**src/rtl/reg_file_pkg.sv**
```systemverilog
// reg_file_pkg
// Shared defaults and named constants for the multi-port register file.
// Holds the default geometry (width, index width, read port count), the
// stack-pointer preload defaults, the well-known register indices, and the
// enum that names where a read port takes its data from.
package reg_file_pkg;

    // Default geometry of the register file
    localparam int DEF_DATA_W = 32;
    localparam int DEF_ADDR_W = 5;
    localparam int DEF_NUM_RD = 2;

    // Stack pointer preload: register index and its value out of reset
    localparam int          DEF_SP_IDX  = 29;
    localparam logic [31:0] DEF_SP_INIT = 32'h0000_0FFF;

    // Well-known register indices
    localparam int ZERO_REG = 0;
    localparam int A1_REG   = 5;
    localparam int A3_REG   = 7;
    localparam int T3_REG   = 11;

    // Source selected by a read port, in falling priority order
    typedef enum logic [1:0] {
        SRC_ZERO  = 2'd0,
        SRC_WA    = 2'd1,
        SRC_WB    = 2'd2,
        SRC_STORE = 2'd3
    } rd_src_e;

endpackage

```
**src/rtl/reg_file_mp_bypass.sv**
```systemverilog
// rf_read_bypass
// One read port of the register file: forces register 0 to read zero,
// forwards same-cycle write data (port A before port B), and forwards the
// scoreboard busy bit, masking it when the register is being written now.
// Ports:
//   addr        read index
//   wa_*/wb_*   the two write ports, used for bypass and busy masking
//   stored_data value currently held in the addressed register
//   stored_busy busy bit currently held for the addressed register
//   data        combinational read data
//   busy        combinational busy flag
module rf_read_bypass
    import reg_file_pkg::*;
#(
    parameter int DATA_W = DEF_DATA_W,
    parameter int ADDR_W = DEF_ADDR_W
) (
    input  logic [ADDR_W-1:0] addr,
    input  logic              wa_en,
    input  logic [ADDR_W-1:0] wa_addr,
    input  logic [DATA_W-1:0] wa_data,
    input  logic              wb_en,
    input  logic [ADDR_W-1:0] wb_addr,
    input  logic [DATA_W-1:0] wb_data,
    input  logic [DATA_W-1:0] stored_data,
    input  logic              stored_busy,
    output logic [DATA_W-1:0] data,
    output logic              busy
);

    rd_src_e src;

    // Pick the data source. Register 0 beats everything, then a matching
    // port A write, then a matching port B write, then the stored value.
    // A write to register 0 never bypasses because the zero check wins.
    always_comb begin
        src = SRC_STORE;
        if (addr == '0) begin
            src = SRC_ZERO;
        end else if (wa_en && (wa_addr == addr)) begin
            src = SRC_WA;
        end else if (wb_en && (wb_addr == addr)) begin
            src = SRC_WB;
        end
    end

    // Steer the data and the busy flag from the chosen source. A register
    // being written this cycle reports not-busy because its producer is
    // completing right now; register 0 is never busy.
    always_comb begin
        data = stored_data;
        busy = stored_busy;
        case (src)
            SRC_ZERO: begin
                data = '0;
                busy = 1'b0;
            end
            SRC_WA: begin
                data = wa_data;
                busy = 1'b0;
            end
            SRC_WB: begin
                data = wb_data;
                busy = 1'b0;
            end
            default: begin
                data = stored_data;
                busy = stored_busy;
            end
        endcase
    end

endmodule

```
**src/rtl/reg_file_mp.sv**
```systemverilog
// reg_file_mp
// Multi-port register file with two prioritised write ports, NUM_RD
// combinational read ports with write-through bypass, and a per-register
// busy scoreboard. Register 0 is hardwired to zero; register SP_IDX is
// preloaded with SP_INIT on reset.
// Ports:
//   clk, reset                 clock and synchronous active-high reset
//   rd_addr / rd_data          packed read indices / read data, port k in slice k
//   rd_busy                    per-read-port busy flag
//   wa_en/wa_addr/wa_data      write port A (wins over B on the same address)
//   wb_en/wb_addr/wb_data      write port B
//   sb_set_en/sb_set_addr      marks a register busy when a producer issues
module reg_file_mp
    import reg_file_pkg::*;
#(
    parameter int                DATA_W  = DEF_DATA_W,
    parameter int                ADDR_W  = DEF_ADDR_W,
    parameter int                NUM_RD  = DEF_NUM_RD,
    parameter int                SP_IDX  = DEF_SP_IDX,
    parameter logic [DATA_W-1:0] SP_INIT = DATA_W'(DEF_SP_INIT)
) (
    input  logic                     clk,
    input  logic                     reset,
    input  logic [NUM_RD*ADDR_W-1:0] rd_addr,
    output logic [NUM_RD*DATA_W-1:0] rd_data,
    output logic [NUM_RD-1:0]        rd_busy,
    input  logic                     wa_en,
    input  logic [ADDR_W-1:0]        wa_addr,
    input  logic [DATA_W-1:0]        wa_data,
    input  logic                     wb_en,
    input  logic [ADDR_W-1:0]        wb_addr,
    input  logic [DATA_W-1:0]        wb_data,
    input  logic                     sb_set_en,
    input  logic [ADDR_W-1:0]        sb_set_addr
);

    localparam int DEPTH = 1 << ADDR_W;

    // Reject configurations the read mux and the preload cannot support
    if (NUM_RD < 1 || NUM_RD > 4) begin : g_bad_num_rd
        $error("reg_file_mp: NUM_RD must be in 1..4");
    end
    if (SP_IDX == ZERO_REG || SP_IDX >= DEPTH) begin : g_bad_sp_idx
        $error("reg_file_mp: SP_IDX must be nonzero and inside the file");
    end

    logic [DATA_W-1:0] regs [DEPTH];
    logic [DEPTH-1:0]  busy;

    logic wa_live;
    logic wb_live;
    logic set_live;

    // Writes and scoreboard sets aimed at register 0 are dropped here so the
    // storage and scoreboard below never touch entry 0 outside reset.
    assign wa_live  = wa_en     && (wa_addr     != '0);
    assign wb_live  = wb_en     && (wb_addr     != '0);
    assign set_live = sb_set_en && (sb_set_addr != '0);

    // Register storage. Reset restores the preload and ignores any write.
    // Port B is applied first and port A second so that on an address
    // collision the later assignment, port A, is the one that commits.
    always_ff @(posedge clk) begin
        if (reset) begin
            for (int i = 0; i < DEPTH; i++) begin
                regs[i] <= (i == SP_IDX) ? SP_INIT : '0;
            end
        end else begin
            if (wb_live) begin
                regs[wb_addr] <= wb_data;
            end
            if (wa_live) begin
                regs[wa_addr] <= wa_data;
            end
        end
    end

    // Busy scoreboard. A completing write clears its register's bit and an
    // issuing producer sets it; the set is applied last so that a new
    // producer issued in the same cycle as the old one retires keeps the
    // register busy.
    always_ff @(posedge clk) begin
        if (reset) begin
            busy <= '0;
        end else begin
            if (wb_live) begin
                busy[wb_addr] <= 1'b0;
            end
            if (wa_live) begin
                busy[wa_addr] <= 1'b0;
            end
            if (set_live) begin
                busy[sb_set_addr] <= 1'b1;
            end
        end
    end

    // One bypass/busy-forwarding slice per read port
    for (genvar k = 0; k < NUM_RD; k++) begin : g_rd
        logic [ADDR_W-1:0] addr_k;

        assign addr_k = rd_addr[k*ADDR_W +: ADDR_W];

        rf_read_bypass #(
            .DATA_W (DATA_W),
            .ADDR_W (ADDR_W)
        ) u_rd (
            .addr        (addr_k),
            .wa_en       (wa_en),
            .wa_addr     (wa_addr),
            .wa_data     (wa_data),
            .wb_en       (wb_en),
            .wb_addr     (wb_addr),
            .wb_data     (wb_data),
            .stored_data (regs[addr_k]),
            .stored_busy (busy[addr_k]),
            .data        (rd_data[k*DATA_W +: DATA_W]),
            .busy        (rd_busy[k])
        );
    end

endmodule

```
**config.mk**
```make
export PLATFORM = sky130hd
export DESIGN_NAME = reg_file_mp
export DESIGN_NICKNAME = d
export VERILOG_FILES = /design/src/rtl/reg_file_pkg.sv /design/src/rtl/reg_file_mp_bypass.sv /design/src/rtl/reg_file_mp.sv
export SDC_FILE = /design/constraint.sdc
export NUM_CORES = 2
export LEC_CHECK = 0
export ABC_AREA = 0
export BUFFER_PORTS_ARGS = -buffer_cell sky130_fd_sc_hd__clkbuf_2
export CORE_MARGIN = 2
export CORE_UTILIZATION = 35
export CTS_CLUSTER_SIZE = 40
export DETAILED_ROUTE_END_ITERATION = 8
export GPL_ROUTABILITY_DRIVEN = 0
export PLACE_DENSITY = 0.49
export SLEW_MARGIN = 20
export SYNTH_ARGS = -nofsm -noshare
export SYNTH_HDL_FRONTEND = slang
export SYNTH_SLANG_ARGS = --single-unit
```
**constraint.sdc**
```tcl
create_clock -name clk -period 4.4 [get_ports clk]
set_input_delay 1.32 -clock clk [delete_from_list [all_inputs] [get_ports clk]]
set_output_delay 1.32 -clock clk [all_outputs]
set_load 0.1 [all_outputs]
```
Yosys cells after proc, flatten, opt, wreduce, memory -nomap -nowiden
Memory sizes are Yosys's and may differ from the RTL's.
Index checks and enable logic that the tools add are counted.
{"block": "op_classes", "magnitude_cmp": 8, "n_eq_ne": 8, "n_reduce_logical": 21, "bitwise": 5, "muxes": 39}
{"cell": "32-bit two-way mux", "count": 7}
{"cell": "32-bit one-hot mux with 3 select lines", "count": 2}
{"cell": "32-bit bitwise AND", "count": 2}
{"cell": "32-bit inverter", "count": 2}
{"cell": "32-bit OR reduction", "count": 2}
{"cell": "32-bit OR", "count": 1}
{"cell": "5-bit by 6-bit less-than comparator with 1-bit output (second input constant)", "count": 5}
{"cell": "5-bit equality test", "count": 4}
{"cell": "1-bit two-way mux", "count": 19}
{"cell": "1-bit demux with 5-bit select", "count": 3}
{"cell": "5-bit by 1-bit greater-or-equal comparator with 1-bit output (second input constant)", "count": 3}
{"cell": "5-bit nonzero test", "count": 3}
{"cell": "1-bit binary-select mux with 5-bit select", "count": 2}
{"cell": "1-bit logical AND", "count": 10}
{"cell": "5-bit logical NOT", "count": 2}
{"cell": "5-bit two-way mux", "count": 2}
{"cell": "2-bit two-way mux", "count": 4}
{"cell": "3-bit OR reduction", "count": 2}
{"cell": "2-bit by 1-bit equality test with 1-bit output (second input constant)", "count": 2}
{"cell": "2-bit equality test (second input constant)", "count": 2}
{"cell": "2-bit logical NOT", "count": 2}
{"block": "word_totals", "out_inout_bits": 66, "word_cells": 83, "register_bits": 32, "ram_bits": 1024, "n_memories": 1}
{"name": "regs", "words": 32, "width": 32, "rd": 2, "rd_clocked_by_memory_dff": 0, "write_ports": 32, "line": "reg_file_mp.sv:47", "rtl": "logic [DATA_W-1:0] regs [DEPTH];"}

Longest topological paths before layout
{"block": "depth", "depth_word": 13, "ltp_mapped": 10, "depth_no_buf": 5}

Hierarchy
A second synthesis with hierarchy kept.
{"block": "unflattened", "hier_cells": 5468, "area_unflattened_um2": 63926.3}
{"module": "reg_file_mp", "cells_per_inst": 5132, "seq_area_each_um2": 31390.1, "instances": 1, "area_each_um2": 61441.4}
{"module": "rf_read_bypass", "cells_per_inst": 168, "seq_area_each_um2": 0.0, "instances": 2, "area_each_um2": 1242.4}

Least setup slack after synthesis
Ideal clock, no wire load.
{"block": "synth_path", "kind": "input to output", "startpoint": "input rd_addr[5]", "endpoint": "output rd_data[43]", "arrival_time_ps": 4247, "cell_stages": 7, "slack_ps": -1167, "n_path_buf": 3, "path_cell_list": "buf_4 buf_12 buf_12 mux4_2 o22ai_1 or4_1 o221ai_1"}
{"block": "synth_between", "elab_chain_len": 7, "elab_cells_between_ends": 13, "classes_between": "eq/ne: 4; mux: 4; reduce/logical: 4; memory: 1"}
{"item": "start, declared", "line": "reg_file_mp.sv:24", "rtl": "input logic [NUM_RD*ADDR_W-1:0] rd_addr,"}
{"item": "5-bit equality test", "line": "reg_file_mp_bypass.sv:42", "rtl": "end else if (wb_en && (wb_addr == addr)) begin"}
{"item": "1-bit logical AND", "line": "reg_file_mp_bypass.sv:42"}
{"item": "1-bit two-way mux", "line": "reg_file_mp_bypass.sv:42"}
{"item": "2-bit two-way mux", "line": "reg_file_mp_bypass.sv:40", "rtl": "end else if (wa_en && (wa_addr == addr)) begin"}
{"item": "2-bit two-way mux", "line": "reg_file_mp_bypass.sv:38", "rtl": "if (addr == '0) begin"}
{"item": "2-bit equality test, or another cell as far along", "line": "reg_file_mp_bypass.sv:53", "rtl": "case (src)"}
{"item": "32-bit one-hot mux with 3 select lines (*)", "line": "reg_file_mp_bypass.sv:53"}
{"item": "end, declared", "line": "reg_file_mp.sv:25", "rtl": "output logic [NUM_RD*DATA_W-1:0] rd_data,"}
Mark *: on every way between the ends. The rest lies on a longest branch, timed or not.

Final worst setup path
{"block": "layout_path", "startpoint": "input rd_addr[0]", "endpoint": "output rd_data[1]"}
The elaborated chain is that of the path after synthesis.

==> summary.md <==
| Metric | Value |
|---|---|
| Status | finished, violations left |
| Failing checks | setup timing |
| Die Span Y | 422 um |
| Cell Rows | 153 |
| CTS tree | built |
| Syn_area_per_cell | 14.5 um^2 |
| Worst-path cell chain | buf_16, or2_2, buf_12, buf_12, a211oi_1, o41ai_4, a221oi_4, o22ai_4, buf_12 |
| Cell Area, Synth | 0.0612 mm^2 |
| Synthesis-stage register bit count | 1056 |
| Achievable clock frequency | 205 MHz |
| Synth area leaders | edfxtp_1 50%, mux4_2 20%, a22o_1 14%, clkbuf_1 2.3%, o22ai_1 1.8% |
| Clock buffer count from CTS | 118 |
| Clock power frac | 35.4% |
| Share of the synthesized area in the top cell type | 50.3% |
| Via density | 6.95 |
| Most used cell, CP | buf_12 |
| Sequential power share | 42.4% |
| Routed length per placed instance | 42.4 um |
| WHS | 0.481 ns |
| Largest net degree at the start of global routing | 35 |
| Synthesis-to-finish area growth | 30.2% |
| GRT overflow | 0 |
| Post-synth EDFFs | 1024 |
| Root Driver | clkbuf_16 |
| Fin. max-slew vios | 0 |
| PortBufs | 159 |
| Period minus WS final | 4.88 ns |
| Unrepaired setup endpoints after global routing | true |
| Worst path max stage delay | 0.54 ns |
| VDD IR max | 0.000375 V |
| Hold crit path type | flop to flop |
| Initial drt markers | 6792 |
| Nets | 4621 |
| Hold buffers post-CTS | 0 |
| Combinational group share of total power | 22.2% |
| Pre-CTS setup slack | -0.738 ns |
| First-pass GRT wire length | 398 mm |
| Critical path endpoint category | primary output |
| Gr usage total | 32.2% |
| Post-DRT Antenna Nets | 0 |
| Setup WS post-layout | -0.476 ns |
| Worst path arrival time | 3.56 ns |
| Fin crit share | 111% |
| Synthesized netlist cell count | 4231 |
| Switching part of the total power | 29.9% |
| Post-synth top flop | edfxtp_1 |
| CP Data Required Time | 3.08 ns |
| Worst Tran Pin Value | 1.13 ns |
| Clk sinks | 1056 |
| Startpoint Class | input port |
| Max Root-Sink Buffers | 3 |
| Via count | 48314 |
| Die W | 422 um |
| Internal power | 0.0198 W |
| Switching power | 0.00848 W |
| MaxCap Viol Count | 0 |
| CTS clk-pin slew, worst paths | 0.05 ns |
| Pre-antenna DRT Iters | 6 |
| Die Footprint | 0.178 mm^2 |
| Slew margin rel. | 24.8% |
| Synth cell types | 57 |
| Leak | 26.6 nW |
| Crit-path slowest cell | a211oi_1 |
| Sequential area share after synthesis | 51.3% |
| # IOs | 160 |
| Layout cells sized above 1 | 43.4% |
| Hold path depth | 2 |
| Crit path kind | input port to primary output |
| Initial antenna violation count | 9 |
| Post-Route WL | 295 mm |
| Layout Skew | 0 ns |
| Starting Density | 35.2% |
| Number of hold violations in the final report | 0 |
| Power per standard cell area | 355 mW/mm^2 |
| Reg2Reg Depth | 2 |
| Synthesis Warnings | 0 |
| Critical-path maximum fanout | 12 |
| Dpl hpwl | 178 mm |
| Final setup violation count | 66 |
| Vias in the first global route | 47526 |
| H-tree depth | 3 |
| Core ar. | 0.174 mm^2 |
| Worst-skew pair later-pin latency | 0.74 ns |
| FFs w/ async S/R, synth | 0% |
| Cell taking the most area after synthesis | edfxtp_1 |
| DRC violations left | 0 |
-- final timing paths --
check                            from             endpoint  slack (ns)
setup / recovery           rd_addr[0]           rd_data[1]       -0.48
hold / removal    busy[27]$_SDFF_PP0_  busy[27]$_SDFF_PP0_        0.48
setup reg to reg  busy[25]$_SDFF_PP0_  busy[25]$_SDFF_PP0_        3.67
hold reg to reg   busy[27]$_SDFF_PP0_  busy[27]$_SDFF_PP0_        0.48
-- per-layer routing --
layer / vias up / global-route usage (%) / wire length, um
li1: 18477 / - / -
met4: 6 / 17.7 / 19000
met1: 25445 / 40.5 / 109000
met5: - / 0 / 28
met2: 3485 / 51.5 / 138000
met3: 901 / 7.08 / 29700
-- area by class of cell --
type                    count  area [um^2]
repair buffers            840        10500
diodes                      7         17.5
multi-input cells        2444        30700
flip-flops and latches   1056        31400
inverters                  67          265
well taps                2325         2910
clock inverters            76          736
fillers                 15149        94200
clock buffers             137         3070
-- placed cells by master (no fill, tap or decap), types with 12 or more instances in the layout --
cell / Yosys / final
inv_1: 38 / 34
buf_6: 18 / 60
conb_1: 1 / 32
buf_4: 26 / 387
buf_12: 7 / 236
nor2b_1: 97 / 92
clkbuf_2: 0 / 83
nand3_1: 16 / 14
edfxtp_1: 1024 / 1024
o22ai_2: 0 / 39
nand2_2: 1 / 12
nor2_1: 105 / 79
o41ai_4: 0 / 25
a211oi_1: 64 / 49
clkinv_2: 0 / 34
o221ai_4: 0 / 49
buf_8: 5 / 17
o22ai_4: 0 / 80
nor3_2: 8 / 27
a221oi_4: 0 / 27
o22ai_1: 175 / 56
dfxtp_1: 32 / 32
clkbuf_16: 0 / 130
nand2_1: 92 / 73
a22oi_2: 0 / 27
a211oi_2: 0 / 14
clkbuf_1: 382 / 17
clkinv_1: 28 / 37
buf_16: 0 / 41
o22a_1: 12 / 12
a22o_1: 980 / 980
nor2_4: 0 / 23
o21ai_0: 19 / 13
or4_4: 0 / 32
mux4_2: 532 / 532
-- per-stage QoR --
step,cells,util (%),power (W),instance area [um^2],setup TNS (ns)
after floorplan,4262,-,0.0155,63600,-10.92
after global placement,6637,41.4,0.0178,71900,-36.24
final,6952,45.8,0.0283,79700,-22.07
after detailed placement,6637,41.4,0.0179,71900,-34.53
after global routing,6949,45.8,0.0288,79700,-22.89
after CTS,6930,45.4,0.0282,79000,-21.94
-- sequential cells by signal, indices dropped and copies added (netlist names) --
name	cells
busy	32
regs	1024
-- cells in the mapped netlist (all sizes together), types with 8 or more instances --
cell type and number:
nor4 9, nor2 105, nor2b 97, clkbuf 382
nand3b 9, o22ai 175, a22oi 32, o21ai 19
buf 313, o41ai 32, nor3 47, o221ai 50
inv 39, a211oi 64, or3 8, dfxtp 32
xor2 12, o22a 12, a22o 980, or4 32
a221oi 32, nand2b 11, xnor2 8, mux4 532
nand3 17, nand2 93, edfxtp 1024, clkinv 28
-- power by group through the flow --
stage	Combinational (W)	Sequential [W]	Clock, W
5_1_grt	0.00636	0.0121	0.0104
4_1_cts	0.00609	0.0120	0.0101
3_3_place_gp	0.00565	0.0122	0
6_report	0.00627	0.0120	0.0100
3_5_place_dp	0.00566	0.0122	0
2_1_floorplan	0.00344	0.0120	0
-- cells by family (layout without fill, tap and decap cells) --
family / after synthesis / after routing / synth area share, %
AO/OA/AOI/OAI: 1405 / 1405 / 19.1
XOR/XNOR: 20 / 20 / 0.286
buffers and inverters: 762 / 1120 / 5.71
flip-flops: 1056 / 1056 / 51.3
multiplexers: 534 / 534 / 19.6
other: 1 / 39 / 0.00613
AND/OR/NAND/NOR: 453 / 453 / 3.96
-- critical path: cells and delay by family --
kind | cells | cell delay, ns
AOI/OAI and AO/OA | 4 | 1.23
and+or+nand+nor | 1 | 0.34
buffers and inverters | 4 | 0.63
-- what timing repair did --
action	CTS	global route
pin swaps	110	86
setup endpoints to repair	66	66
resized for setup	356	122
cloned	28	8
buffers inserted	80	30
(Power assumes the default switching activity.)
